`src/rtl/alu_seq_pkg.sv`:
```
// alu_sequencer shared types and defaults.
// State encoding, default widths and timer sizing.
package alu_seq_pkg;

  typedef enum logic [2:0] {
    GET_A  = 3'd0,
    GET_B  = 3'd1,
    GET_OP = 3'd2,
    EXEC   = 3'd3,
    SEND   = 3'd4
  } seq_state_e;

  localparam int BUS_W_DEF   = 16;
  localparam int OP_W_DEF    = 6;
  localparam int TIMEOUT_DEF = 1000;

  function automatic int tmr_w(input int cycles);
    return (cycles < 2) ? 1 : $clog2(cycles);
  endfunction

  localparam int TMR_W_DEF = tmr_w(TIMEOUT_DEF);

endpackage

```
`src/rtl/alu_sequencer_timer.sv`:
```
// Idle down-counter for partial transactions.
// Expire is asserted on the CYCLES-th idle edge after a load.
module seq_timer
  import alu_seq_pkg::*;
#(
  parameter int CYCLES = TIMEOUT_DEF
) (
  input  logic clk,
  input  logic reset,
  input  logic run_i,
  input  logic load_i,
  output logic expire_o
);

  localparam int W = tmr_w(CYCLES);
  localparam logic [W-1:0] RELOAD = W'(CYCLES - 1);

  logic [W-1:0] cnt_q, cnt_d;

  assign expire_o = run_i && !load_i && (cnt_q == '0);

  always_comb begin
    cnt_d = cnt_q;
    if (load_i)
      cnt_d = RELOAD;
    else if (run_i && cnt_q != '0)
      cnt_d = cnt_q - W'(1);
  end

  always_ff @(posedge clk or negedge reset) begin
    if (!reset) cnt_q <= '0;
    else        cnt_q <= cnt_d;
  end

endmodule

```
`src/rtl/alu_sequencer.sv`:
```
// Stream-fed ALU operand sequencer.
// Collects A, B, opcode words and returns the ALU result.
module alu_sequencer
  import alu_seq_pkg::*;
#(
  parameter int BUS_WIDTH      = BUS_W_DEF,
  parameter int OP_WIDTH       = OP_W_DEF,
  parameter int TIMEOUT_CYCLES = TIMEOUT_DEF,
  parameter int CNT_WIDTH      = 8
) (
  input  logic                 clk,
  input  logic                 reset,
  input  logic                 i_valid,
  input  logic [BUS_WIDTH-1:0] i_data,
  output logic                 o_ready,
  output logic [BUS_WIDTH-1:0] o_alu_a,
  output logic [BUS_WIDTH-1:0] o_alu_b,
  output logic [OP_WIDTH-1:0]  o_alu_op,
  input  logic [BUS_WIDTH-1:0] i_alu_result,
  output logic                 o_res_valid,
  output logic [BUS_WIDTH-1:0] o_res_data,
  input  logic                 i_res_ready,
  output logic                 o_timeout,
  output logic [CNT_WIDTH-1:0] o_op_count
);

  seq_state_e           state_q;
  logic [BUS_WIDTH-1:0] a_q, b_q, res_q;
  logic [OP_WIDTH-1:0]  op_q;
  logic [CNT_WIDTH-1:0] cnt_q;
  logic                 tmo_q;
  logic                 xfer, run, expire;

  assign o_ready = (state_q == GET_A) ||
                   (state_q == GET_B) ||
                   (state_q == GET_OP);
  assign o_res_valid = (state_q == SEND);
  assign xfer = i_valid && o_ready;
  assign run  = (state_q == GET_B) || (state_q == GET_OP);

  // Every transfer reloads, which also covers entry to GET_B.
  seq_timer #(
    .CYCLES(TIMEOUT_CYCLES)
  ) u_timer (
    .clk     (clk),
    .reset   (reset),
    .run_i   (run),
    .load_i  (xfer),
    .expire_o(expire)
  );

  always_ff @(posedge clk or negedge reset) begin
    if (!reset) begin
      state_q <= GET_A;
      a_q     <= '0;
      b_q     <= '0;
      op_q    <= '0;
      res_q   <= '0;
      cnt_q   <= '0;
      tmo_q   <= 1'b0;
    end else begin
      tmo_q <= 1'b0;
      unique case (state_q)
        GET_A: begin
          if (xfer) begin
            a_q     <= i_data;
            state_q <= GET_B;
          end
        end
        GET_B: begin
          if (xfer) begin
            b_q     <= i_data;
            state_q <= GET_OP;
          end else if (expire) begin
            tmo_q   <= 1'b1;
            state_q <= GET_A;
          end
        end
        GET_OP: begin
          if (xfer) begin
            op_q    <= i_data[OP_WIDTH-1:0];
            state_q <= EXEC;
          end else if (expire) begin
            tmo_q   <= 1'b1;
            state_q <= GET_A;
          end
        end
        EXEC: begin
          res_q   <= i_alu_result;
          state_q <= SEND;
        end
        SEND: begin
          if (i_res_ready) begin
            cnt_q   <= cnt_q + CNT_WIDTH'(1);
            state_q <= GET_A;
          end
        end
        default: state_q <= GET_A;
      endcase
    end
  end

  assign o_alu_a    = a_q;
  assign o_alu_b    = b_q;
  assign o_alu_op   = op_q;
  assign o_res_data = res_q;
  assign o_op_count = cnt_q;
  assign o_timeout  = tmo_q;

endmodule
```
`config.mk`:
```
export PLATFORM = sky130hd
export DESIGN_NAME = alu_sequencer
export DESIGN_NICKNAME = d
export VERILOG_FILES = /design/src/rtl/alu_seq_pkg.sv /design/src/rtl/alu_sequencer_timer.sv /design/src/rtl/alu_sequencer.sv
export SDC_FILE = /design/constraint.sdc
export NUM_CORES = 1
export LEC_CHECK = 0
export ABC_AREA = 1
export CAP_MARGIN = 5
export CORE_UTILIZATION = 44
export DETAILED_ROUTE_END_ITERATION = 10
export DONT_BUFFER_PORTS = 1
export HOLD_SLACK_MARGIN = 0.1
export SYNTH_ARGS = -nofsm -noshare
export SYNTH_HDL_FRONTEND = slang
export SYNTH_HIERARCHICAL = 1
export SYNTH_SLANG_ARGS = --single-unit
export TNS_END_PERCENT = 100
```
`constraint.sdc`:
```
create_clock -name clk -period 1.89 [get_ports clk]
set_input_delay 0.0945 -clock clk [delete_from_list [all_inputs] [get_ports clk]]
set_output_delay 0.0945 -clock clk [all_outputs]
set_load 0.02 [all_outputs]
```
==> reports/results.txt <==
Critical Path Start = state_q[1]
Crit start category = flip-flop
Vias in the first global route = 2527
Hold Crit Start = i_valid
Die ar. = 8021 um2
CTS tree = yes
Area occupied by multi-input gates = 1182 um2
DRC errors left = 0
Initial Util = 46.01%
Peak supply drop = 0.7704 mV
Setup TNS = 0 ps
H-tree depth = 3
Yosys reg bits = 76
Initial antenna violation count = 0
Fin. max-slew vios = 0
Hold Crit Class = in -> reg
Root Driver = clkbuf_8
Worst Skew = 7.652 ps
TritonCTS Sinks = 76
Fin area = 4069 um2
Maxcap violations = 0
Diode count = 0
R2R Setup Slk = 270 ps
CP endpoint kind = flip-flop
Syn Area/Cell = 8.454 um2
Main area contributors after synthesis = dfrtp_1, nand2_1, inv_1
PortBufs = 0
Die width = 89.56 um
Cells after Synth = 399
Cell Area, Placed = 3460 um2
# rows = 31
WL per Instance = 13.08 um
Post-synth top area share = 56.38%
Routability cong. = 0.7936
Yosys top cell by area = dfrtp_1
Most frequent cells in the layout = nand2_1, dfrtp_1, inv_1
Clk slew on worst S/H paths = 80 ps
Via density = 4.793
TritonCTS Buffers = 9
Global-route wire length before repair = 11420 um
Sequential-to-total area share from yosys stat = 56.38%
Largest net degree at the start of global routing = 77
Slew margin rel. = 62.00%
Final setup viols = 0
Fmax = 0.6190 GHz
I/O pin cnt = 101
Warning count from the yosys run = 6
Post-layout util = 55.50%
Share of layout cells above drive strength 1 = 9.029%
Leading cell type in the layout, fill and taps excluded = nand2_1
R2r endpoint = state_q[1]
CP required = 2120 ps
Final hold violations = 0
Post-CTS Hold Buffers = 36
Vias = 2598
Crit path max fanout = 17
Register area = 1902 um2
Setup bufs post-CTS = 0
R2r startpoint = state_q[1]
Hpwl dp = 4601 um
Worst EP arrival = 1850 ps
Area delta synth->final = 20.62%
Post-synthesis cell area = 3373 um2
Routed Antenna Nets = 0
Syn_nets = 437
RSZ-0062 raised after global routing = false
DRT iter0 DRCs = 135
Synth cell types = 27
R2r worst-path depth = 9
Lkg Pwr = 2.103 nW
Fin nets = 476
Minimum clock period = 1616 ps
Final Power = 0.006942 W
Fin crit share = 85.48%
Power Dens Cells = 1706 nW/um2
Fillers = 628
Worst slew pin tran = 567.9 ps
Critical Path End = state_q[1]
Max Root-Sink Buffers = 2
TritonRoute pass-1 iters = 4
Outcome = complete, no violations
CORE AREA = 7331 um2
Die Y = 89.56 um
GRT overflow = 0
Global Route Usage Sum = 19.03%
Clock Latency Late Sink = 350 ps
WS Path Type = reg -> reg
Post-cts resize count = 0
Final wirelength = 7092 um
==> sequential cells by signal (all words and copies together) (netlist names) <==
signal,count
o_alu_a,16
o_alu_b,16
o_alu_op,6
o_op_count,8
o_res_data,16
o_timeout,1
state_q,3
u_timer/cnt_q,10
==> final cells by class <==
type | count | share of cell area (%)
multi-input combinational | 252 | 29.06
clock buffer | 10 | 3.383
clock inverter | 6 | 2.306
timing repair buffer | 40 | 10.02
sequential | 76 | 46.74
tap | 99 | 3.044
inverter | 59 | 5.443
==> power by group <==
part / leakage [nW] / internal (W) / switching (W)
clock: 0.114 / 0.000793 / 0.000628
sequential: 0.941 / 0.00233 / 0.00134
combinational: 1.05 / 0.000702 / 0.00115
==> Yosys cell counts <==
cell type / number
nand2_8: 1
nor2_1: 16
nand4_1: 2
nor2_2: 2
inv_1: 52
a21oi_1: 2
dfrtp_1: 76
nor3_2: 1
nand2_2: 2
nor2_4: 2
o21ai_1: 24
and3_1: 1
buf_1: 1
nand2_4: 2
buf_4: 1
buf_2: 8
nand3_2: 2
xor2_1: 3
nand3b_1: 1
nand3_1: 27
xnor2_1: 2
o21ai_0: 33
clkbuf_2: 1
nand2_1: 127
ha_1: 2
inv_2: 7
buf_6: 1
==> worst min path at each step <==
stage | end | slack, ps | depth (start not counted)
after floorplan | o_alu_a[0] | -200 | 0
after global placement | o_op_count[6] | -200 | 0
after detailed placement | o_op_count[6] | -200 | 0
after CTS | state_q[1] | 140 | 3
after global routing | state_q[1] | 180 | 3
final | state_q[1] | 170 | 3
==> kinds of logic after synthesis <==
group                    count (synthesis)  share of synthesized area [%]
AND/OR/NAND/NOR                        186                          24.26
XOR/XNOR                                 5                          1.298
buffers and inverters                   71                          8.568
adder cells (fa/ha/maj)                  2                         0.7417
flip-flops                              76                          56.38
AO/OA/AOI/OAI                           59                          8.754
==> per-stage QoR <==
step	hold slack, ps	setup slack [ps]	std cells
after floorplan	-201.1	31.73	399
after global placement	-199.7	350.6	490
after detailed placement	-199.4	318.3	490
after CTS	144.1	295.2	542
after global routing	176.9	131.6	542
final	168.5	274.5	542
==> worst max-delay path: stages (launching register included) <==
cell and delay, ps:
dfrtp_1 470, a21oi_1 130, nand2_1 120, inv_1 90
inv_2 240, nand2_1 80, nor2_1 170, o21ai_0 100
nand2_1 60, nand2_1 40
==> layer usage <==
| metal | part of all wire, % | GRT usage, % | up-vias |
|---|---|---|---|
| li1 | - | - | 1318 |
| met1 | 43 | 23.15 | 1203 |
| met2 | 50 | 31.68 | 65 |
| met3 | 4.8 | 4.617 | 12 |
| met4 | 2.1 | 9.380 | 0 |
| met5 | 0 | 0 | - |
No activity file was read; power rests on OpenSTA's default activity.
